`config.mk`:
```
export PLATFORM = sky130hd
export DESIGN_NAME = alu_sequencer
export DESIGN_NICKNAME = d
export VERILOG_FILES = /design/src/rtl/alu_sequencer.sv
export SDC_FILE = /design/constraint.sdc
export NUM_CORES = 1
export LEC_CHECK = 0
export CAP_MARGIN = 40
export CORE_ASPECT_RATIO = 1.2
export CORE_MARGIN = 2
export CORE_UTILIZATION = 60
export DETAILED_ROUTE_END_ITERATION = 6
export DONT_BUFFER_PORTS = 1
export PLACE_DENSITY = 0.73
export SLEW_MARGIN = 15
export SYNTH_ARGS = -nofsm -noshare
export SYNTH_HDL_FRONTEND = slang
export SYNTH_SLANG_ARGS = --single-unit
```
`constraint.sdc`:
```
create_clock -name clk -period 1.9 [get_ports clk]
set_clock_uncertainty 0.1 [all_clocks]
set_input_delay 0.095 -clock clk [delete_from_list [all_inputs] [get_ports clk]]
set_output_delay 0.095 -clock clk [all_outputs]
set_load 0.01 [all_outputs]
```
`src/rtl/alu_sequencer.sv`:
```
// Request/response sequencer that drives an external ALU through a fixed
// issue/capture cycle and returns one registered response per request.
module alu_sequencer #(
   parameter int N = 4
) (
   input  logic         clk,
   input  logic         rst,
   input  logic         req_valid,
   output logic         req_ready,
   input  logic [N-1:0] req_a,
   input  logic [N-1:0] req_b,
   input  logic [2:0]   req_op,
   output logic [N-1:0] alu_a,
   output logic [N-1:0] alu_b,
   output logic [2:0]   alu_op,
   output logic         alu_op_sum,
   output logic         alu_op_subt,
   input  logic [N-1:0] alu_result,
   input  logic         alu_carry,
   output logic         resp_valid,
   input  logic         resp_ready,
   output logic [N-1:0] resp_result,
   output logic         resp_carry,
   output logic         resp_zero,
   output logic         resp_err,
   output logic [7:0]   op_count
);

   localparam logic [1:0] ST_IDLE    = 2'd0;
   localparam logic [1:0] ST_ISSUE   = 2'd1;
   localparam logic [1:0] ST_CAPTURE = 2'd2;
   localparam logic [1:0] ST_RESP    = 2'd3;

   localparam logic [2:0] OP_ADD      = 3'b000;
   localparam logic [2:0] OP_SUB      = 3'b001;
   localparam logic [2:0] OP_RESERVED = 3'b111;

   logic [1:0]   r_state;
   logic [N-1:0] r_a;
   logic [N-1:0] r_b;
   logic [2:0]   r_op;
   logic         r_sum;
   logic         r_subt;
   logic [N-1:0] r_result;
   logic         r_carry;
   logic         r_zero;
   logic         r_err;
   logic [7:0]   r_count;

   logic         w_accept;
   logic         w_handshake;
   logic         w_reserved;

   // Accept is qualified by the state register, so a response handshake
   // (which happens in RESP) can never coincide with a new accept.
   assign w_accept    = req_valid && (r_state == ST_IDLE);
   assign w_handshake = resp_ready && (r_state == ST_RESP);
   assign w_reserved  = (req_op == OP_RESERVED);

   always_ff @(posedge clk or posedge rst) begin
      if (rst) begin
         r_state <= ST_IDLE;
      end else begin
         case (r_state)
            ST_IDLE: begin
               if (w_accept) begin
                  r_state <= w_reserved ? ST_RESP : ST_ISSUE;
               end
            end
            ST_ISSUE:   r_state <= ST_CAPTURE;
            ST_CAPTURE: r_state <= ST_RESP;
            ST_RESP: begin
               if (resp_ready) begin
                  r_state <= ST_IDLE;
               end
            end
            default:    r_state <= ST_IDLE;
         endcase
      end
   end

   always_ff @(posedge clk or posedge rst) begin
      if (rst) begin
         r_a  <= '0;
         r_b  <= '0;
         r_op <= '0;
      end else if (w_accept) begin
         r_a  <= req_a;
         r_b  <= req_b;
         r_op <= req_op;
      end
   end

   // Strobes are registered so they span exactly ISSUE and CAPTURE without
   // decode glitches on the ALU side.
   always_ff @(posedge clk or posedge rst) begin
      if (rst) begin
         r_sum  <= 1'b0;
         r_subt <= 1'b0;
      end else if (w_accept) begin
         r_sum  <= (req_op == OP_ADD);
         r_subt <= (req_op == OP_SUB);
      end else if (r_state == ST_CAPTURE) begin
         r_sum  <= 1'b0;
         r_subt <= 1'b0;
      end
   end

   always_ff @(posedge clk or posedge rst) begin
      if (rst) begin
         r_result <= '0;
         r_carry  <= 1'b0;
         r_zero   <= 1'b0;
         r_err    <= 1'b0;
      end else if (w_accept && w_reserved) begin
         r_result <= '0;
         r_carry  <= 1'b0;
         r_zero   <= 1'b0;
         r_err    <= 1'b1;
      end else if (r_state == ST_CAPTURE) begin
         r_result <= alu_result;
         r_carry  <= alu_carry;
         r_zero   <= (alu_result == '0);
         r_err    <= 1'b0;
      end
   end

   always_ff @(posedge clk or posedge rst) begin
      if (rst) begin
         r_count <= 8'd0;
      end else if (w_handshake && !r_err) begin
         r_count <= r_count + 8'd1;
      end
   end

   assign req_ready   = (r_state == ST_IDLE) && !rst;
   assign resp_valid  = (r_state == ST_RESP);
   assign alu_a       = r_a;
   assign alu_b       = r_b;
   assign alu_op      = r_op;
   assign alu_op_sum  = r_sum;
   assign alu_op_subt = r_subt;
   assign resp_result = r_result;
   assign resp_carry  = r_carry;
   assign resp_zero   = r_zero;
   assign resp_err    = r_err;
   assign op_count    = r_count;

endmodule

```
==> results of run 1 <==
-- layout make-up --
cell class / instances / area (µm²)
multi-input combinational: 64 / 539
clock buffer: 7 / 55.1
inverter: 8 / 30.0
timing repair buffer: 20 / 198
clock inverter: 1 / 5.00
tap: 30 / 37.5
fill: 145 / 479
sequential: 30 / 751
-- power by group through the flow --
| stage | logic [mW] | registers [mW] | clock network [mW] |
|---|---|---|---|
| floorplan | 0.592 | 1.19 | 0 |
| global placement | 0.641 | 1.24 | 0 |
| detailed placement | 0.668 | 1.25 | 0 |
| CTS | 0.710 | 1.24 | 0.406 |
| global route | 0.788 | 1.28 | 0.429 |
| finish | 0.708 | 1.24 | 0.393 |
-- flip-flops by register name, summed over array words and instances (netlist names) --
register,count
alu_a,4
alu_b,4
alu_op,3
alu_op_subt,1
alu_op_sum,1
op_count,8
r_state,2
resp_carry,1
resp_err,1
resp_result,4
resp_zero,1
-- routing by layer --
metal  vias up  global-route usage [%]  part of all wire, %
met5         -                       0                    0
met4         0                    10.7                  2.3
met3         6                    9.74                  8.0
met2        36                    38.6                   54
met1       401                    25.4                   36
li1        404                       -                    -
-- through the flow --
step                      util (%)  area (µm²)  worst slack (ns)  hold slack [ns]
final                         77.1        1620             0.192           0.0180
after global routing          77.1        1620            0.0414           0.0249
after CTS                     77.1        1620             0.171          0.00822
after detailed placement      65.2        1370             0.207          -0.0193
after global placement        65.2        1370             0.300          -0.0195
after floorplan                  -        1340             0.444           0.0858
-- Yosys cell counts (all sizes together) --
cell	count
nor4	1
o21ai	1
a21o	1
mux2i	8
nand3	1
buf	2
mux2	12
o22ai	1
nor2	12
nand4b	2
dfrtp	30
ha	5
nor3	3
nand4	2
xnor2	2
a32o	2
xor2	5
inv	8
nand3b	1
nand2	5
-- cell families after synthesis --
group,Yosys count,share of synthesized area [%]
flops,30,56.2
fa+ha+maj,5,4.68
xor+xnor,7,4.59
simple gates,27,11.6
buf+inv,10,3.46
mux,20,16.1
compound gates,5,3.37
-- tightest hold or removal path, cell delays in order --
cell and delay [ns]:
nand3_1 0.09, nor2_1 0.12, nor2_1 0.11
-- final timing paths --
path                        startpoint              to  slack (ns)
setup / recovery            r_state[0]  resp_result[0]        0.19
hold / removal               req_op[1]  resp_result[1]        0.02
setup reg to reg            r_state[0]  resp_result[0]        0.19
hold reg to reg            op_count[7]     op_count[7]        0.43
max in group asynchronous          rst        alu_a[0]        1.24
min in group asynchronous          rst      r_state[1]        0.17
-- repair_timing --
item / 4_1_cts / 5_1_grt
endpoints found under the hold margin: 59 / 0
buffers inserted: 0 / 0
gates resized for setup: 0 / 0
hold buffers: 19 / 0
setup endpoints to repair: 0 / 0
==> out/qor.csv, run 1 <==
metric,value,unit
combinational cell fraction of total power,30.2,%
Gate Count Post-Synth,104,
CTS root buf,clkbuf_4,
number of synthesized register bits,30,
die area,0.00262,mm²
final slew viol count,0,
status,finished clean,
Core ar.,0.00209,mm²
initial antenna violation count,0,
CTS tree,built,
wire length per cell,16.2,µm
cell family with most CP delay,simple AND/OR/NAND/NOR gates,
Flop pwr share,53.0,%
CP bufs+invs,1,
largest net degree at the start of global routing,31,
critical path arrival,1.81,ns
CP most frequent cell,nor2_1,
Antenna Nets Post-Route,0,
min-delay worst type,input port to flip-flop,
clock buffer count from CTS,5,
synthesized area,0.00134,mm²
distinct cell type count of the synthesized netlist,24,
First-pass DRT Iterations,4,
number of DRC markers in iteration 0,7,
DRC Markers,0,
Final Hold Viols,0,
starting utilization of the core area,63.8,%
Final Critical Period,1.71,ns
Worst Hold Depth,3,
CP peak stage delay,0.44,ns
"slowest stage cell, crit path",nor2_1,
Yosys top cell by area,dfrtp_1,
share of layout cells above drive strength 1,19.2,%
Peak VDD IR,1.09,mV
GRT overflow,0,
"Cell Chain, Critical Path",inv_1 > ha_1 > nand2_2 > nor2_1 > nor2_1,
power per cell area,1450,mW/mm²
synthesis-to-layout area growth,20.9,%
P_sw,0.894,mW
most frequent cells in the layout,"dfrtp_1 (30), dlygate4sd3_1 (19), mux2_2 (12), nor2_1 (12)",
Crit Path Category,flip-flop to flip-flop,
Final Setup Violations,0,
vias in the first global route,880,
synth warn,0,
num rows,18,
Synth area leaders,"dfrtp_1 (56%), mux2_2 (10%), mux2i_1 (6.0%)",
MaxCap Viol Count,0,
routability cong.,0.699,
clk slew on worst S/H paths,0.10,ns
Mean Syn Cell Area,12.8,µm²
setup TNS,0,ns
WL final,2.59,mm
first-pass GRT wire length,4.17,mm
Clock Power Share,16.8,%
Final Net Count,154,
CP Capture Type,flip-flop,
Inserted Diodes,0,
Vias per Instance,5.29,
top-level I/O count,50,
Die Span Y,55.7,µm
CTS Buffer Depth,2,
Die Wd,47.1,µm
Crit path required time,2.00,ns
unrepaired setup endpoints after global routing,no,
Cell Int Power,1.45,mW
Sw Ratio,38.1,%
FMAX,586,MHz
post-synth top area share,56.2,%
Tot Pwr,2.34,mW
pin slew with the least headroom to its limit,0.442,ns
"commonest non-fill, non-tap cell in the layout",dfrtp_1,
"Clk Latency, worst-skew pair",0.34,ns
Worst Reg-to-Reg Cells,5,
dpl hpwl,1.66,mm
Crit Path Max Fanout,16,
register area share after synthesis,56.2,%
H-Tree Depth,2,
fin cells,160,
via count,847,
fin crit share,89.9,%
DP Cell Count,133,
TritonCTS Sinks,30,
Crit path depth,5,
Post-Syn Nets,129,
IO Port Bufs,0,
Pleak,0.766,nW
Slew HR,70.4,%
crit start category,flip-flop,
total track usage,23.6,%
(Power assumes the default switching activity.)
==> run 2: changes to the inputs <==
--- a/config.mk
+++ b/config.mk
@@ -12,6 +12,7 @@
 export DETAILED_ROUTE_END_ITERATION = 6
 export DONT_BUFFER_PORTS = 1
 export PLACE_DENSITY = 0.73
+export SETUP_SLACK_MARGIN = 0.3
 export SLEW_MARGIN = 15
 export SYNTH_ARGS = -nofsm -noshare
 export SYNTH_HDL_FRONTEND = slang
==> out/qor.csv, run 2 (synthesized netlist as in run 1, its figures left out) <==
metric,value,unit,change
status,"finished, violations left",,was finished clean
violated checks,hold timing,,
"Clk Latency, worst-skew pair",0.33,ns,was 0.34 ns
Crit path required time,2.03,ns,was 2.00 ns
CP most frequent cell,inv_1,,was nor2_1
largest net degree at the start of global routing,31,,unchanged
Vias per Instance,5.36,,was 5.29
clock buffer count from CTS,5,,unchanged
H-Tree Depth,2,,unchanged
starting utilization of the core area,63.8,%,unchanged
Slew HR,75.4,%,was 70.4%
CTS root buf,clkbuf_4,,unchanged
Crit Path Max Fanout,4,,was 16
final slew viol count,0,,unchanged
min-delay worst type,input port to flip-flop,,unchanged
multi-input logic area,567,µm²,was 539 µm²
hold slack,-0.0126,ns,was 0.0180 ns
fin util,78.8,%,was 77.1%
clk slew on worst S/H paths,0.09,ns,was 0.10 ns
CTS tree,built,,unchanged
Inserted Diodes,0,,unchanged
DRC Markers,0,,unchanged
initial antenna violation count,0,,unchanged
CP peak stage delay,0.42,ns,was 0.44 ns
GRT overflow,0,,unchanged
First-pass DRT Iterations,4,,unchanged
WL final,2.54,mm,was 2.59 mm
number of DRC markers in iteration 0,13,,was 7
vias in the first global route,879,,was 880
uppermost layer routed,met4,,unchanged
fillers,142,,was 145
Antenna Nets Post-Route,0,,unchanged
Die Span Y,55.7,µm,unchanged
M1 wire length,885,µm,was 930 µm
Core ar.,0.00209,mm²,unchanged
Final Net Count,155,,was 154
most frequent cells in the layout,"dfrtp_1 (30), dlygate4sd3_1 (19), mux2_2 (12)",,"was dfrtp_1 (30), dlygate4sd3_1 (19), mux2_2 (12), nor2_1 (12)"
pin slew with the least headroom to its limit,0.369,ns,was 0.442 ns
first-pass GRT wire length,4.13,mm,was 4.17 mm
num rows,18,,unchanged
TritonCTS Sinks,30,,unchanged
Pleak,0.772,nW,was 0.766 nW
max FFs per register,8,,unchanged
synthesis-to-layout area growth,23.5,%,was 20.9%
die area,0.00262,mm²,unchanged
CTS Buffer Depth,2,,unchanged
met3 WL,201,µm,was 206 µm
total track usage,23.3,%,was 23.6%
via count,863,,was 847
"slowest stage cell, crit path",dfrtp_1,,was nor2_1
FF/Latch Area,751,µm²,unchanged
unrepaired setup endpoints after global routing,yes,,was no
Die Wd,47.1,µm,unchanged
"Cell Chain, Critical Path",inv_1 > ha_2 > inv_1 > o22ai_2 > mux2_2,,was inv_1 > ha_1 > nand2_2 > nor2_1 > nor2_1
share of layout cells above drive strength 1,25.2,%,was 19.2%
Crit Path Category,flip-flop to flip-flop,,unchanged
setup TNS,0,ns,unchanged
CP Capture Type,flip-flop,,unchanged
IO Port Bufs,0,,unchanged
Final Hold Viols,1,,was 0
met2 wire length,1.39,mm,about the same
fin crit share,80.5,%,was 89.9%
routability cong.,0.699,,unchanged
dpl hpwl,1.66,mm,unchanged
FMAX,654,MHz,was 586 MHz
Final Setup Violations,0,,unchanged
crit start category,flip-flop,,unchanged
MaxCap Viol Count,0,,unchanged
Final Critical Period,1.53,ns,was 1.71 ns
Peak VDD IR,1.08,mV,was 1.09 mV
top-level I/O count,50,,unchanged
"commonest non-fill, non-tap cell in the layout",dfrtp_1,,unchanged
critical path arrival,1.66,ns,was 1.81 ns
wire length per cell,15.7,µm,was 16.2 µm
power per cell area,1450,mW/mm²,about the same
## run 2: cell types whose count changed in the layout (fill, tap and decap cells not counted)
cell and change:
inv_1 -1, ha_2 +3, nor3_1 -1, nor2_2 +1, nand2_2 -1, ha_1 -3
buf_4 +1, nand2_4 +1, inv_2 +1, nor2_4 +1, nor2_1 -2, nor3_2 +1
## run 2: power breakdown
| group | internal, mW | total (mW) | switching, mW |
|---|---|---|---|
| Clock | 0.179 | 0.390 | 0.211 |
| Combinational | 0.396 | 0.751 | 0.355 |
| Sequential | 0.903 | 1.25 | 0.343 |
| Total | 1.48 | 2.39 | 0.909 |
## run 2: layout make-up
class	count	area share, %
clock buffers	7	3.34
clock inverters	1	0.303
inverters	8	1.82
multi-input cells	64	34.3
flip-flops and latches	30	45.5
well taps	30	2.27
repair buffers	21	12.4
## run 2: per-layer routing
layer	up-vias	track usage, %
li1	409	-
met1	412	25.4
met2	36	37.8
met3	6	9.74
met4	0	10.7
met5	-	0
## run 2: worst max-delay path, delay by kind of cell (launching register included)
| family | cells | cell delay, ns |
|---|---|---|
| muxes | 1 | 0.35 |
| AOI/OAI and AO/OA | 1 | 0.18 |
| buffers and inverters | 2 | 0.16 |
| adders and majority gates | 1 | 0.20 |
| DFF | 1 | 0.42 |
## run 2: worst paths after layout
path                                  start          end  slack (ns)  cells past startpoint
worst min register to register  op_count[7]  op_count[7]        0.43                      1
worst min-delay path              req_valid    alu_op[0]       -0.01                      2
max in group asynchronous               rst   alu_op_sum        1.25                      3
min in group asynchronous               rst   r_state[1]        0.16                      3
worst max register to register   r_state[1]   r_state[1]        0.37                      5
worst max-delay path             r_state[1]   r_state[1]        0.37                      5
## run 2: metrics by stage
stage          total power [mW]  worst slack (ns)  cells  cell area, µm²  hold slack, ns
2_1_floorplan              1.78             0.444    104            1340          0.0858
3_3_place_gp               1.88             0.300    133            1370         -0.0195
3_5_place_dp               1.92             0.207    133            1370         -0.0193
4_1_cts                    2.36             0.284    160            1620          0.0863
5_1_grt                    2.55             0.284    161            1650         0.00281
6_report                   2.39             0.370    161            1650         -0.0126
## run 2: repair_timing
item | in CTS | in global routing
hold endpoints to repair | 59 | 0
pin swaps | 0 | 1
resized for setup | 1 | 8
setup endpoints to repair | 7 | 22
buffers inserted | 0 | 1
hold buffers | 19 | 0
==> run 3: changes to the inputs <==
--- a/config.mk
+++ b/config.mk
@@ -5,13 +5,14 @@
 export SDC_FILE = /design/constraint.sdc
 export NUM_CORES = 1
 export LEC_CHECK = 0
+export ABC_AREA = 1
 export CAP_MARGIN = 40
 export CORE_ASPECT_RATIO = 1.2
 export CORE_MARGIN = 2
-export CORE_UTILIZATION = 60
+export CORE_UTILIZATION = 55
 export DETAILED_ROUTE_END_ITERATION = 6
 export DONT_BUFFER_PORTS = 1
-export PLACE_DENSITY = 0.73
+export PLACE_DENSITY = 0.7
 export SETUP_SLACK_MARGIN = 0.3
 export SLEW_MARGIN = 15
 export SYNTH_ARGS = -nofsm -noshare
==> constraint.sdc (replaced) <==
create_clock -name clk -period 1.36 [get_ports clk]
set_clock_uncertainty 0.1 [all_clocks]
set_input_delay 0.068 -clock clk [delete_from_list [all_inputs] [get_ports clk]]
set_output_delay 0.068 -clock clk [all_outputs]
set_load 0.01 [all_outputs]
==> out/qor.csv, run 3 <==
metric,value,unit,change
First-pass DRT Iterations,4,,unchanged
share of layout cells above drive strength 1,31.2,%,was 25.2%
Final Setup Violations,4,,was 0
H-Tree Depth,2,,unchanged
Worst Reg-to-Reg Cells,6,,was 5
Sw Ratio,43.6,%,was 38.1%
largest net degree at the start of global routing,31,,unchanged
Crit Path Max Fanout,4,,unchanged
CP bufs+invs,2,,unchanged
synthesis-to-layout area growth,45.0,%,was 23.5%
most frequent cell after synthesis,nand2_1,,was dfrtp_1
"top cells by count, synth","nand2_1 (58), dfrtp_1 (30), inv_1 (20)",,"was dfrtp_1 (30), mux2_2 (12), nor2_1 (12)"
CTS root buf,clkbuf_4,,unchanged
wire length per cell,16.4,µm,was 15.7 µm
Final Net Count,226,,was 155
unrepaired setup endpoints after global routing,yes,,unchanged
DRC Markers,0,,unchanged
hold slack,0.0601,ns,was -0.0126 ns
synth warn,0,,unchanged
distinct cell type count of the synthesized netlist,20,,was 24
Final Critical Period,1.38,ns,
vias in the first global route,1236,,was 879
Post-Synth Adder-Cell Area,4.53,%,was 4.68%
status,"finished, violations left",,unchanged
starting utilization of the core area,59.2,%,was 63.8%
Post-synth top flop,dfrtp_1,,unchanged
post-synth top area share,54.4,%,was 56.2%
crit start category,flip-flop,,unchanged
Final Hold Viols,0,,was 1
num rows,19,,was 18
Crit path depth,4,,was 5
P_sw,1.78,mW,was 0.909 mW
min-delay worst type,input port to output port,,was input port to flip-flop
number of DRC markers in iteration 0,22,,was 13
largest family of logic cells by synthesized area,simple AND/OR/NAND/NOR gates,,was multiplexers
Flop pwr share,43.5,%,was 52.2%
first-pass GRT wire length,5.29,mm,was 4.13 mm
Yosys top cell by area,dfrtp_1,,unchanged
combinational cell fraction of total power,42.8,%,was 31.5%
xor/xnor share of the synthesized area,2.54,%,was 4.59%
crit path launch,r_state[1],,unchanged
Post-Syn Nets,188,,was 129
Hold Crit Start,rst,,was req_valid
IO Port Bufs,0,,unchanged
Worst R2R Start,r_state[1],,unchanged
cell family with most CP delay,flip-flops,,unchanged
die area,0.00293,mm²,was 0.00262 mm²
fin crit share,102,%,
Synth area leaders,"dfrtp_1 (54%), nand2_1 (16%), inv_1 (5.4%)",,"was dfrtp_1 (56%), mux2_2 (10%), mux2i_1 (6.0%)"
dpl hpwl,2.07,mm,was 1.66 mm
"slowest stage cell, crit path",dfrtp_2,,was dfrtp_1
Clock Power Share,13.8,%,was 16.3%
clk slew on worst S/H paths,0.10,ns,was 0.09 ns
most frequent cells in the layout,"nand2_1 (44), dfrtp_1 (28), dlygate4sd3_1 (19)",,"was dfrtp_1 (30), dlygate4sd3_1 (19), mux2_2 (12)"
via count,1229,,was 863
cell area after layout,0.00200,mm²,was 0.00165 mm²
Die Span Y,58.9,µm,was 55.7 µm
register area share after synthesis,54.4,%,was 56.2%
"Cell Chain, Critical Path",inv_2 > ha_4 > inv_4 > nor2_4,,was inv_1 > ha_2 > inv_1 > o22ai_2 > mux2_2
max FFs per register,8,,unchanged
routability cong.,0.722,,was 0.699
CTS tree,built,,unchanged
dpl cell area,0.00153,mm²,was 0.00137 mm²
top-level I/O count,50,,unchanged
mux cell area share after synthesis,0,%,was 16.1%
CP peak stage delay,0.46,ns,was 0.42 ns
Inserted Diodes,0,,unchanged
MaxCap Viol Count,0,,unchanged
setup TNS,-0.0448,ns,was 0 ns
synthesized area,0.00138,mm²,was 0.00134 mm²
TritonCTS Sinks,30,,unchanged
Vias per Instance,5.27,,was 5.36
"Clk Latency, worst-skew pair",0.32,ns,was 0.33 ns
Post-synth EDFFs,0,,unchanged
"Worst Setup Slack, final",-0.0244,ns,was 0.370 ns
GRT overflow,0,,unchanged
Crit path required time,1.19,ns,was 2.03 ns
Antenna Nets Post-Route,0,,unchanged
total track usage,24.3,%,was 23.3%
Die Wd,49.7,µm,was 47.1 µm
Synth Area in Compound Gates,5.08,%,was 3.37%
number of synthesized register bits,30,,unchanged
clock buffer count from CTS,5,,unchanged
final slew viol count,0,,unchanged
Crit Path Category,flip-flop to output port,,was flip-flop to flip-flop
initial antenna violation count,0,,unchanged
Mean Syn Cell Area,8.47,µm²,was 12.8 µm²
critical path arrival,1.22,ns,was 1.66 ns
Pleak,0.952,nW,was 0.772 nW
Gate Count Post-Synth,163,,was 104
Core ar.,0.00233,mm²,was 0.00209 mm²
FMAX,722,MHz,
CP Capture Type,output port,,was flip-flop
Peak VDD IR,1.35,mV,was 1.08 mV
pin slew with the least headroom to its limit,0.395,ns,was 0.369 ns
CTS Buffer Depth,2,,unchanged
violated checks,setup timing,,was hold timing
power per cell area,2040,mW/mm²,was 1450 mW/mm²
Worst Hold Depth,1,,was 2
Cell Int Power,2.30,mW,was 1.48 mW
asr flop ratio synth,100,%,unchanged
simple logic cell fraction of the synthesized area,26.6,%,was 11.6%
Slew HR,73.7,%,was 75.4%
WL final,3.82,mm,was 2.54 mm
"commonest non-fill, non-tap cell in the layout",nand2_1,,was dfrtp_1
run 3: metal layers:
metal / wire length [µm] / GRT usage (%)
met5: 0 / 0
met4: 49 / 10.3
met3: 212 / 6.85
met2: 2140 / 45.7
met1: 1420 / 25.2
run 3: path summary, 6_finish.rpt:
path | end | slack [ns]
min in group asynchronous | op_count[2] | 0.17
setup / recovery | req_ready | -0.02
hold reg to reg | alu_op[0] | 0.47
hold / removal | req_ready | 0.06
setup reg to reg | alu_b[0] | -0.02
max in group asynchronous | r_state[1] | 0.68
run 3: cell type report:
cell class,count,area (µm²)
Multi-Input combinational cell,110,729
Timing Repair Buffer,31,320
Sequential cell,30,753
Tap cell,31,38.8
Inverter,22,95.1
Clock inverter,1,5.00
Timing Repair inverter,1,3.75
Fill cell,123,329
Clock buffer,7,55.1
run 3: timing repair:
| action | in CTS | in global routing |
|---|---|---|
| setup endpoints to repair | 33 | 34 |
| gates cloned | 1 | 2 |
| setup buffers | 4 | 1 |
| pin swaps | 6 | 12 |
| resized for setup | 14 | 26 |
| hold buffers | 19 | 0 |
| endpoints found under the hold margin | 60 | 0 |
run 3: per-stage QoR:
step	instances	util [%]	power [mW]	setup slack, ns
2_1_floorplan	163	-	2.54	0.124
3_3_place_gp	198	65.6	2.77	0.0148
3_5_place_dp	198	65.6	2.84	-0.0272
4_1_cts	230	80.0	3.66	-0.0127
5_1_grt	233	85.9	4.29	-0.0832
6_report	233	85.9	4.08	-0.0244
run 3: cell families after synthesis:
group                      after synthesis
and+or+nand+nor                         87
DFF                                     30
buffers and inverters                   24
AOI/OAI and AO/OA                       13
adders and majority gates                5
xor gates and xnor gates                 4
run 3: power by group through the flow:
stage | logic, mW | registers [mW] | clock network, mW
2_1_floorplan | 0.869 | 1.67 | 0
3_3_place_gp | 1.05 | 1.72 | 0
3_5_place_dp | 1.12 | 1.73 | 0
4_1_cts | 1.38 | 1.72 | 0.562
5_1_grt | 1.89 | 1.82 | 0.588
6_report | 1.74 | 1.77 | 0.561
